$ cat config.mk
export PLATFORM = sky130hd
export DESIGN_NAME = sprite_palette_arbiter_flat
export DESIGN_NICKNAME = d
export VERILOG_FILES = /design/src/rtl/sprite_palette_arbiter_if.sv /design/src/rtl/sprite_palette_arbiter.sv /design/src/flat_wrapper.sv
export SDC_FILE = /design/constraint.sdc
export NUM_CORES = 1
export LEC_CHECK = 0
export BUFFER_PORTS_ARGS = -buffer_cell sky130_fd_sc_hd__buf_4
export CAP_MARGIN = 5
export CORE_ASPECT_RATIO = 0.9
export CORE_MARGIN = 10
export CORE_UTILIZATION = 50
export CTS_CLUSTER_DIAMETER = 150
export CTS_CLUSTER_SIZE = 14
export DETAILED_ROUTE_END_ITERATION = 12
export PLACE_DENSITY = 0.85
export SLEW_MARGIN = 15
export SYNTH_ARGS = -nofsm -noshare
export SYNTH_HDL_FRONTEND = slang
export SYNTH_SLANG_ARGS = --single-unit
$ cat constraint.sdc
create_clock -name Clk -period 6.55 [get_ports Clk]
set_clock_uncertainty 0.1 [all_clocks]
set_input_delay 1.31 -clock Clk [delete_from_list [all_inputs] [get_ports Clk]]
set_output_delay 1.31 -clock Clk [all_outputs]
set_load 0.03 [all_outputs]
$ cat src/rtl/sprite_palette_arbiter_if.sv
// Handshake bundle between the two sprite fetchers, the shared palette lookup and the
// frame-buffer writer. The arbiter uses the slave modport; the environment uses master.
interface sprite_palette_arbiter_if #(
   parameter int unsigned TAG_W = 8
);
   logic             req0_valid;
   logic [3:0]       req0_index;
   logic [TAG_W-1:0] req0_tag;
   logic             req0_ready;
   logic             req1_valid;
   logic [3:0]       req1_index;
   logic [TAG_W-1:0] req1_tag;
   logic             req1_ready;
   logic [3:0]       pal_index;
   logic [3:0]       pal_red;
   logic [3:0]       pal_green;
   logic [3:0]       pal_blue;
   logic             out_valid;
   logic             out_ready;
   logic             out_src;
   logic [TAG_W-1:0] out_tag;
   logic [3:0]       out_red;
   logic [3:0]       out_green;
   logic [3:0]       out_blue;
   logic             out_transp;

   modport slave (
      input  req0_valid, req0_index, req0_tag,
      output req0_ready,
      input  req1_valid, req1_index, req1_tag,
      output req1_ready,
      output pal_index,
      input  pal_red, pal_green, pal_blue,
      output out_valid, out_src, out_tag, out_red, out_green, out_blue, out_transp,
      input  out_ready
   );

   modport master (
      output req0_valid, req0_index, req0_tag,
      input  req0_ready,
      output req1_valid, req1_index, req1_tag,
      input  req1_ready,
      input  pal_index,
      output pal_red, pal_green, pal_blue,
      input  out_valid, out_src, out_tag, out_red, out_green, out_blue, out_transp,
      output out_ready
   );
endinterface

$ cat src/rtl/sprite_palette_arbiter.sv
// Two-requester burst arbiter over a shared combinational palette with a registered output stage.
// Define SPRITE_PAL_TRANSP_EN to flag TRANSP_IDX pixels as transparent and blank their RGB.
module sprite_palette_arbiter #(
   parameter int unsigned TAG_W      = 8,
   parameter int unsigned BURST      = 16,
   parameter int unsigned TRANSP_IDX = 15
) (
   input logic                     Clk,
   input logic                     Reset_n,
   sprite_palette_arbiter_if.slave bus
);

   localparam int unsigned      CNT_W    = $clog2(BURST + 1);
   localparam logic [CNT_W-1:0] BURST_C  = CNT_W'(BURST);
   localparam logic [3:0]       TRANSP_C = 4'(TRANSP_IDX);
`ifdef SPRITE_PAL_TRANSP_EN
   localparam bit TRANSP_EN = 1'b1;
`else
   localparam bit TRANSP_EN = 1'b0;
`endif

   typedef enum logic [1:0] {
      IDLE = 2'd0,
      OWN0 = 2'd1,
      OWN1 = 2'd2
   } state_t;

   state_t           state_q, state_d;
   logic [CNT_W-1:0] beat_cnt_q, beat_cnt_d;
   logic             rr_last_q, rr_last_d;

   logic             out_valid_q;
   logic             out_src_q;
   logic [TAG_W-1:0] out_tag_q;
   logic [11:0]      out_rgb_q;
   logic             out_transp_q;

   logic             gnt0, gnt1;
   logic             accept, xfer0, xfer1;
   logic [3:0]       sel_index;
   logic             is_transp;
   logic [11:0]      cap_rgb;

   // Burst limit only yields the grant when the other side is actually waiting.
   always_comb begin
      gnt0 = 1'b0;
      gnt1 = 1'b0;
      unique case (state_q)
         IDLE: begin
            if (bus.req0_valid && (!bus.req1_valid || rr_last_q)) gnt0 = 1'b1;
            else if (bus.req1_valid)                               gnt1 = 1'b1;
         end
         OWN0: begin
            if (bus.req0_valid && !(bus.req1_valid && beat_cnt_q == BURST_C)) gnt0 = 1'b1;
            else if (bus.req1_valid)                                           gnt1 = 1'b1;
         end
         OWN1: begin
            if (bus.req1_valid && !(bus.req0_valid && beat_cnt_q == BURST_C)) gnt1 = 1'b1;
            else if (bus.req0_valid)                                           gnt0 = 1'b1;
         end
         default: ;
      endcase
   end

   always_comb begin
      accept    = !out_valid_q || bus.out_ready;
      xfer0     = Reset_n && accept && gnt0;
      xfer1     = Reset_n && accept && gnt1;
      sel_index = gnt1 ? bus.req1_index : bus.req0_index;
      is_transp = TRANSP_EN && (sel_index == TRANSP_C);
      cap_rgb   = is_transp ? '0 : {bus.pal_red, bus.pal_green, bus.pal_blue};
   end

   always_comb begin
      state_d    = state_q;
      beat_cnt_d = beat_cnt_q;
      rr_last_d  = rr_last_q;
      if (xfer0) begin
         rr_last_d = 1'b0;
         if (state_q == OWN0) begin
            if (beat_cnt_q != BURST_C) beat_cnt_d = beat_cnt_q + 1'b1;
         end else begin
            state_d    = OWN0;
            beat_cnt_d = CNT_W'(1);
         end
      end else if (xfer1) begin
         rr_last_d = 1'b1;
         if (state_q == OWN1) begin
            if (beat_cnt_q != BURST_C) beat_cnt_d = beat_cnt_q + 1'b1;
         end else begin
            state_d    = OWN1;
            beat_cnt_d = CNT_W'(1);
         end
      end else if (accept && !bus.req0_valid && !bus.req1_valid) begin
         state_d = IDLE;
      end
   end

   always_ff @(posedge Clk or negedge Reset_n) begin
      if (!Reset_n) begin
         state_q      <= IDLE;
         beat_cnt_q   <= '0;
         rr_last_q    <= 1'b1;
         out_valid_q  <= 1'b0;
         out_src_q    <= 1'b0;
         out_tag_q    <= '0;
         out_rgb_q    <= '0;
         out_transp_q <= 1'b0;
      end else begin
         state_q    <= state_d;
         beat_cnt_q <= beat_cnt_d;
         rr_last_q  <= rr_last_d;
         if (xfer0 || xfer1) begin
            out_valid_q  <= 1'b1;
            out_src_q    <= xfer1;
            out_tag_q    <= xfer1 ? bus.req1_tag : bus.req0_tag;
            out_rgb_q    <= cap_rgb;
            out_transp_q <= is_transp;
         end else if (bus.out_ready) begin
            out_valid_q <= 1'b0;
         end
      end
   end

   always_comb begin
      bus.req0_ready = xfer0;
      bus.req1_ready = xfer1;
      bus.pal_index  = sel_index;
      bus.out_valid  = out_valid_q;
      bus.out_src    = out_src_q;
      bus.out_tag    = out_tag_q;
      bus.out_red    = out_rgb_q[11:8];
      bus.out_green  = out_rgb_q[7:4];
      bus.out_blue   = out_rgb_q[3:0];
      bus.out_transp = out_transp_q;
   end

endmodule

$ cat src/flat_wrapper.sv
// flat-port wrapper written by rule: the top's interface ports become plain ports
module sprite_palette_arbiter_flat 
#(
   parameter int unsigned TAG_W      = 8,
   parameter int unsigned BURST      = 16,
   parameter int unsigned TRANSP_IDX = 15
)
  (Clk, Reset_n, bus_req0_valid, bus_req0_index, bus_req0_tag, bus_req0_ready, bus_req1_valid, bus_req1_index, bus_req1_tag, bus_req1_ready, bus_pal_index, bus_pal_red, bus_pal_green, bus_pal_blue, bus_out_valid, bus_out_src, bus_out_tag, bus_out_red, bus_out_green, bus_out_blue, bus_out_transp, bus_out_ready);
  sprite_palette_arbiter_if #(.TAG_W(TAG_W)) bus_i ();
  input logic Clk;
  input logic Reset_n;
  input wire logic [$bits(bus_i.req0_valid)-1:0] bus_req0_valid;
  input wire logic [$bits(bus_i.req0_index)-1:0] bus_req0_index;
  input wire logic [$bits(bus_i.req0_tag)-1:0] bus_req0_tag;
  output wire logic [$bits(bus_i.req0_ready)-1:0] bus_req0_ready;
  input wire logic [$bits(bus_i.req1_valid)-1:0] bus_req1_valid;
  input wire logic [$bits(bus_i.req1_index)-1:0] bus_req1_index;
  input wire logic [$bits(bus_i.req1_tag)-1:0] bus_req1_tag;
  output wire logic [$bits(bus_i.req1_ready)-1:0] bus_req1_ready;
  output wire logic [$bits(bus_i.pal_index)-1:0] bus_pal_index;
  input wire logic [$bits(bus_i.pal_red)-1:0] bus_pal_red;
  input wire logic [$bits(bus_i.pal_green)-1:0] bus_pal_green;
  input wire logic [$bits(bus_i.pal_blue)-1:0] bus_pal_blue;
  output wire logic [$bits(bus_i.out_valid)-1:0] bus_out_valid;
  output wire logic [$bits(bus_i.out_src)-1:0] bus_out_src;
  output wire logic [$bits(bus_i.out_tag)-1:0] bus_out_tag;
  output wire logic [$bits(bus_i.out_red)-1:0] bus_out_red;
  output wire logic [$bits(bus_i.out_green)-1:0] bus_out_green;
  output wire logic [$bits(bus_i.out_blue)-1:0] bus_out_blue;
  output wire logic [$bits(bus_i.out_transp)-1:0] bus_out_transp;
  input wire logic [$bits(bus_i.out_ready)-1:0] bus_out_ready;
  assign bus_i.req0_valid = bus_req0_valid;
  assign bus_i.req0_index = bus_req0_index;
  assign bus_i.req0_tag = bus_req0_tag;
  assign bus_req0_ready = bus_i.req0_ready;
  assign bus_i.req1_valid = bus_req1_valid;
  assign bus_i.req1_index = bus_req1_index;
  assign bus_i.req1_tag = bus_req1_tag;
  assign bus_req1_ready = bus_i.req1_ready;
  assign bus_pal_index = bus_i.pal_index;
  assign bus_i.pal_red = bus_pal_red;
  assign bus_i.pal_green = bus_pal_green;
  assign bus_i.pal_blue = bus_pal_blue;
  assign bus_out_valid = bus_i.out_valid;
  assign bus_out_src = bus_i.out_src;
  assign bus_out_tag = bus_i.out_tag;
  assign bus_out_red = bus_i.out_red;
  assign bus_out_green = bus_i.out_green;
  assign bus_out_blue = bus_i.out_blue;
  assign bus_out_transp = bus_i.out_transp;
  assign bus_i.out_ready = bus_out_ready;
  sprite_palette_arbiter #(.TAG_W(TAG_W), .BURST(BURST), .TRANSP_IDX(TRANSP_IDX)) u_core (.Clk(Clk), .Reset_n(Reset_n), .bus(bus_i));
endmodule
# After elaboration in Yosys (flattened, before gate mapping)
# Cells that the tools add are included.
# classes
addsub	1
multipliers	0
div	0
magnitude_cmp	0
n_eq_ne	6
shift	0
mux	26
bitwise_logic	0
reduce_logical	23
# op_table
cell	n
5-bit two-way mux	5
1-bit two-way mux	12
1-bit logical AND	10
2-bit two-way mux	5
8-bit two-way mux	1
1-bit case mux with 3 select lines	2
5-bit by 1-bit adder with 5-bit output, second input constant	1
5-bit == test, second input constant	1
1-bit zero test	5
5-bit inequality test, second input constant	1
4-bit two-way mux	1
2-bit nonzero test	2
1-bit logical OR	3
3-bit by 2-bit inequality test with 1-bit output, second input constant	1
3-bit AND reduction	1
3-bit nonzero test	1
2-bit by 1-bit == test with 1-bit output, second input constant	1
2-bit == test, second input constant	1
2-bit zero test	1
2-bit inequality test, second input constant	1
# word_totals
regBits	30
latch_bits	0
ramBits	0
mem_bits_ro	0
input_bits	41
out_inout_bits	29
wordCells	63
mem_count	0

# Depth between registers and ports, before layout
# Gate-level depths: netlist (run 1).
# depth
depth_word	9
depth_mapped	10
ltp_nobuf	8

# Worst setup path before layout (run 1)
# OpenSTA, ideal clock, no wires.
# synth_timing
kind	input port to output port
start	input bus_out_ready
end	output bus_req1_ready
arrival_ns	2.347
required_time_ns	5.140
path_slack_ns	2.793
cell_stages	4
path_buffers	1
path_cell_list	nand2b_1 > nand2_1 > a311oi_4 > clkbuf_1
# synth_between
elab_chain_len	3
# synth_rtl
element	line	rtl
start: declaration	flat_wrapper.sv:31	input wire logic [$bits(bus_i.out_ready)-1:0] bus_out_ready;
1-bit logical OR	sprite_palette_arbiter.sv:66	accept = !out_valid_q || bus.out_ready;
1-bit logical AND (2 in a row)	sprite_palette_arbiter.sv:68	xfer1 = Reset_n && accept && gnt1;
end: declaration	flat_wrapper.sv:19	output wire logic [$bits(bus_i.req1_ready)-1:0] bus_req1_ready;
# No other way between the ends.

# Worst setup path after layout (run 1)
# layout_timing
start	input Reset_n
end	output bus_req0_ready
# layout_between
elab_chain_len	2
# layout_rtl
element	line	rtl
start: declaration	flat_wrapper.sv:11	input logic Reset_n;
1-bit logical AND (2 in a row)	sprite_palette_arbiter.sv:67	xfer0 = Reset_n && accept && gnt0;
end: declaration	flat_wrapper.sv:15	output wire logic [$bits(bus_i.req0_ready)-1:0] bus_req0_ready;
# No other way between the ends.

==> reports/summary.txt, run 1 <==
GRT met2 Usage: 26.31%
H-tree depth: 2
hold_buf cts: 0
post-route ant nets: 0
Port-buffer cells: 68
Area growth syn-to-layout: 38.59%
met1 Track Usage GR: 16.18%
simple logic cell fraction of the synthesized area: 11.74%
drt first-iter violations: 99
post-synthesis net count: 185
Power Density: 467.6 nW/µm²
clock sink total: 30
Syn Area/Cell: 10.66 µm²
Final Hold Vio Count: 0
die height: 72.20 µm
pre-CTS setup slack: 2.186 ns
via density per instance: 5.239
Max VDD drop: 0.2688 mV
layout cells sized above 1: 46.45%
CTS tree: done
Netlist Area Pre-Place: 1514 µm²
Die X-Extent: 78 µm
Mapped Cells: 142
vias in the first global route: 1383
n_diodes: 0
clk_lat worst skew: 0.32 ns
CP startpoint: Reset_n
status: complete, no violations
CORE AREA: 2815 µm²
Final HPWL DP: 3.289 mm
Yosys top cell by area: dfrtp_1
routability cong.: 0.8420
Switch Pwr: 0.0004284 W
Netlist cell types: 36
share of the synthesized area in the top cell type: 47.93%
cts bufs inserted: 5
asr flop ratio synth: 100.0%
largest family of logic cells by synthesized area: compound AO/OA/AOI/OAI gates
xor/xnor share of the synthesized area: 0%
post-cts resize count: 0
antenna violations before repair: 0
initial core utilization: 53.78%
die area: 5632 µm²
hold path start: u_core.bus.out_src$_DFFE_PN0P_
combinational share of power: 54.3%
Crit. End Element: output port
GR peak layer: met2
# IOs: 70
HP Class: reg2reg
number of max-cap violations: 0
adder-cell area share of the yosys netlist: 1.653%
Worst Slack Setup Final: 2.170 ns
minimum clock period: 4.381 ns
routed wire length: 4.182 mm
multiplexer area fraction after synthesis: 13.64%
Tot GR Track Use: 15.01%
final period utilization: 66.88%
flops & latches, synth: 30
top cells by area, synth: dfrtp_1 (48%), mux2_4 (6.9%), mux2_2 (6.7%), nand2_1 (4.2%), a22oi_1 (4.0%)
DRC Markers: 0
# fillers: 195
Achievable Freq: 0.2283 GHz
WP data arrival: 2.97 ns
clock power share: 11.3%
RSZ-0062 raised after global routing: no
setup fix buffers added after clock tree synthesis: 0
first-pass iteration count of the detailed router: 4
Internal: 0.0005527 W
met3 global-route usage: 6.034%
Crit Path Class: in2out
setup_tns: 0 ns
CP max FO: 32
register area share after synthesis: 49.67%
first-pass GRT wire length: 6.865 mm
grt ovf: 0
Reg2Reg Depth: 8
post-layout net count: 253
most common cell in the netlist: dfrtp_1
Avg WL per Cell: 16.66 µm
Synth Area in Compound Gates: 17.19%
Clock Tree Root: clkbuf_4
Main synth FF type: dfrtp_1
Worst slew margin: 35.85%
largest net degree at the start of global routing: 33
Net Sw Frac: 43.67%
Reg-to-Reg Start: u_core.beat_cnt_q[0]$_DFFE_PN0P_
Hold Crit Depth: 1
Final Core Density: 74.53%
Slew Viols, Final: 0
worst-case clock buffer depth: 2
top cells by count, synth: dfrtp_1 (29), nand2_1 (17), inv_1 (12)
row cnt: 18
Slew @ Worst Pin: 0.9623 ns
Clock transition at path regs: 0.08 ns
Flop pwr share: 34.5%
number of flops mapped to enable cells by yosys: 0
Leakage: 1.094 nW
final setup fails: 0
type of element launching the critical path: primary input
Vias: 1315
Critical Path RT: 5.14 ns
YS warnings: 0
[registers in the layout, indices dropped and copies added (netlist names)]
signal / count
u_core.beat_cnt_q: 5
u_core.bus.out_tag: 8
u_core.bus.out_src: 1
u_core.state_q: 2
u_core.rr_last_q: 1
u_core.bus.out_valid: 1
u_core.out_rgb_q: 12
[placed cells by master, fill, tap and decap left out, types with 2 or more instances in the layout]
cell       n
buf_4     69
dfrtp_1   29
nand2_1   17
inv_1     12
a21oi_1   10
mux2_2     9
a22oi_1    8
mux2_4     7
nor2_1     6
clkbuf_4   5
nand3_1    4
o21ai_0    3
nand2b_1   2
a211o_1    2
a31o_2     2
a21o_1     2
o22ai_1    2
a22o_1     2
ha_1       2
[cells by family after synthesis]
kind of cell    after synthesis
mux                          16
fa+ha+maj                     2
buf+inv                      20
simple gates                 37
flops                        30
compound gates               36
other cells                   1
[path summary, 6_finish.rpt]
kind | endpoint | slack (ns)
max in group asynchronous | u_core.rr_last_q$_DFFE_PN1P_ | 5.23
min in group asynchronous | u_core.out_rgb_q[3]$_DFFE_PN0P_ | 0.80
min | u_core.bus.out_src$_DFFE_PN0P_ | 0.41
max | bus_req0_ready | 2.17
min reg2reg | u_core.bus.out_src$_DFFE_PN0P_ | 0.41
max reg2reg | u_core.out_rgb_q[2]$_DFFE_PN0P_ | 3.04
[power by group through the flow]
| stage | logic, W | clock network [W] | registers [W] |
|---|---|---|---|
| after floorplan | 0.000215 | 0 | 0.000464 |
| after global routing | 0.000572 | 0.000127 | 0.000350 |
| after CTS | 0.000540 | 0.000114 | 0.000338 |
| final | 0.000532 | 0.000111 | 0.000338 |
| after detailed placement | 0.000536 | 0 | 0.000341 |
| after global placement | 0.000524 | 0 | 0.000334 |
[metrics by stage]
stage               hold WS, ns  instance area, µm²  total power, W  instances
floorplan                0.3938                1514       0.0006791        142
global placement         0.3878                2038       0.0008581        243
detailed placement       0.3899                2038       0.0008765        243
CTS                      0.4104                2098       0.0009915        251
global route             0.4291                2098        0.001049        251
finish                   0.4065                2098       0.0009812        251
[area by class of cell]
type                       count  area (µm²)  share of cell area, %
multi-input combinational     92       673.1                  32.08
sequential                    30       752.0                  35.84
clock buffer                   7       55.05                  2.624
tap                           40       50.05                  2.385
inverter                      12       45.04                  2.147
timing repair buffer          69       518.0                  24.69
clock inverter                 1       5.005                 0.2385
[worst max-delay path: stages]
cell,delay (ns)
buf_4,0.33
and4_1,0.25
o211ai_1,0.35
inv_1,0.47
buf_4,0.24
[layer usage]
layer | share of wire [%] | wire, µm
met1 | 39 | 1650
met2 | 51 | 2116
met5 | 0 | 0
met4 | 1.2 | 50
met3 | 8.7 | 364
Power figures use the tool's default switching activity.
==> run 2, diff against run 1 <==
--- a/config.mk
+++ b/config.mk
@@ -9,11 +9,11 @@
 export CAP_MARGIN = 5
 export CORE_ASPECT_RATIO = 0.9
 export CORE_MARGIN = 10
-export CORE_UTILIZATION = 50
+export CORE_UTILIZATION = 42
 export CTS_CLUSTER_DIAMETER = 150
 export CTS_CLUSTER_SIZE = 14
 export DETAILED_ROUTE_END_ITERATION = 12
-export PLACE_DENSITY = 0.85
+export PLACE_DENSITY = 0.76
 export SLEW_MARGIN = 15
 export SYNTH_ARGS = -nofsm -noshare
 export SYNTH_HDL_FRONTEND = slang
==> constraint.sdc (replaced) <==
create_clock -name Clk -period 4 [get_ports Clk]
set_clock_uncertainty 0.1 [all_clocks]
set_input_delay 0.8 -clock Clk [delete_from_list [all_inputs] [get_ports Clk]]
set_output_delay 0.8 -clock Clk [all_outputs]
set_load 0.03 [all_outputs]
==> reports/summary.txt, run 2 (synthesized netlist as in run 1, its figures left out) <==
final period utilization: 88.57%
FF-to-FF setup slack: 0.53 ns
Slowest-stage cell, CP: o211ai_1
vias in the first global route: 1400
cts bufs inserted: 5
minimum clock period: 3.543 ns
Max VDD drop: 0.3340 mV
die area: 6409 µm²
drt first-iter violations: 69
die height: 76.96 µm
routed wire length: 4.187 mm
CTS tree: done
Worst slew margin: 43.12%
initial core utilization: 44.16%
CORE AREA: 3428 µm²
layout cells sized above 1: 47.42%
clk_lat worst skew: 0.28 ns
final setup fails: 0
n_diodes: 0
worst-case clock buffer depth: 2
post-cts resize count: 0
most frequent cells in the layout: buf_4 (71), dfrtp_1 (29), nand2_1 (17)
setup_tns: 0 ns
CP max FO: 13
Slew Viols, Final: 0
Crit. End Element: output port
Clock transition at path regs: 0.07 ns
# placed instances: 249
HP Class: reg2reg
first-pass GRT wire length: 6.879 mm
status: complete, no violations
number of max-cap violations: 0
Avg WL per Cell: 16.29 µm
largest net degree at the start of global routing: 32
grt ovf: 0
Leakage: 1.116 nW
Die X-Extent: 83.29 µm
Port-buffer cells: 68
DRC Markers: 0
max reg flops: 12
clock sink total: 30
Critical Path RT: 3.10 ns
Clock Tree Root: clkbuf_8
post-layout net count: 255
commonest non-fill, non-tap cell in the layout: buf_4
Non-Filler Instances: 257
antenna violations before repair: 0
WP data arrival: 2.64 ns
post-route ant nets: 0
CP peak stage delay: 0.67 ns
Vias: 1331
Area growth syn-to-layout: 42.23%
RSZ-0062 raised after global routing: no
# IOs: 70
Final HPWL DP: 3.397 mm
type of element launching the critical path: flop
first-pass iteration count of the detailed router: 4
Tot GR Track Use: 12.78%
Crit Path Class: reg2out
row cnt: 20
hold_buf cts: 0
setup fix buffers added after clock tree synthesis: 0
Achievable Freq: 0.2823 GHz
Slew @ Worst Pin: 0.8523 ns
Top reg by flops: u_core.out_rgb_q
Power Density: 780.0 nW/µm²
Final Hold Vio Count: 0
H-tree depth: 2
crit path cell chain: inv_1 -> ha_1 -> nor4bb_1 -> buf_4 -> o211ai_1 -> inv_1 -> buf_4
via density per instance: 5.179
routability cong.: 0.8891
[run 2: per-stage QoR]
| step | util (%) | hold slack (ns) | cell area [µm²] | setup slack (ns) | total power (W) |
|---|---|---|---|---|---|
| detailed placement | 60.04 | 0.3994 | 2058 | 0.4559 | 0.001442 |
| global placement | 60.04 | 0.3921 | 2058 | 0.6053 | 0.001410 |
| CTS | 62.81 | 0.4148 | 2153 | 0.4168 | 0.001696 |
| floorplan | - | 0.3938 | 1514 | 1.024 | 0.001112 |
| global route | 62.81 | 0.4230 | 2153 | 0.1244 | 0.001784 |
| finish | 62.81 | 0.4108 | 2153 | 0.4571 | 0.001680 |
[run 2: area by class of cell]
cell class              instances  area, µm²
clock buffers                   6      82.58
clock inverters                 2      12.51
fillers                       283       1275
inverters                      12      45.04
multi-input cells              92      673.1
flip-flops and latches         30      752.0
well taps                      44      55.05
repair buffers                 71      533.0
[run 2: worst max-delay path, delay by kind of cell (launching register included)]
family,cells,cell delay [ns]
adder cells (fa/ha/maj),1,0.21
AO/OA/AOI/OAI,1,0.67
flip-flops,1,0.40
AND/OR/NAND/NOR,1,0.13
buffers and inverters,4,0.95
[run 2: final timing paths]
kind	startpoint	end	cells past startpoint
worst max-delay path	u_core.beat_cnt_q[0]$_DFFE_PN0P_	bus_req0_ready	7
worst min-delay path	u_core.out_rgb_q[3]$_DFFE_PN0P_	u_core.out_rgb_q[3]$_DFFE_PN0P_	1
worst max register to register	u_core.beat_cnt_q[0]$_DFFE_PN0P_	u_core.out_rgb_q[0]$_DFFE_PN0P_	8
worst min register to register	u_core.out_rgb_q[3]$_DFFE_PN0P_	u_core.out_rgb_q[3]$_DFFE_PN0P_	1
max in group asynchronous	Reset_n	u_core.rr_last_q$_DFFE_PN1P_	2
min in group asynchronous	Reset_n	u_core.out_rgb_q[0]$_DFFE_PN0P_	2
[run 2: report_power, final]
group,internal (W),switching [W],leakage [nW],total (W)
logic,0.000374,0.000497,0.710,0.000872
registers,0.000449,0.000106,0.359,0.000555
clock network,0.000138,0.000115,0.0472,0.000252
[run 2: per-layer routing]
metal | up-vias | wire length (µm) | GRT usage (%)
met5 | - | 0 | 0
met4 | 0 | 85 | 4.082
met3 | 9 | 358 | 5.174
met2 | 62 | 1982 | 20.91
met1 | 624 | 1760 | 14.85
li1 | 636 | - | -
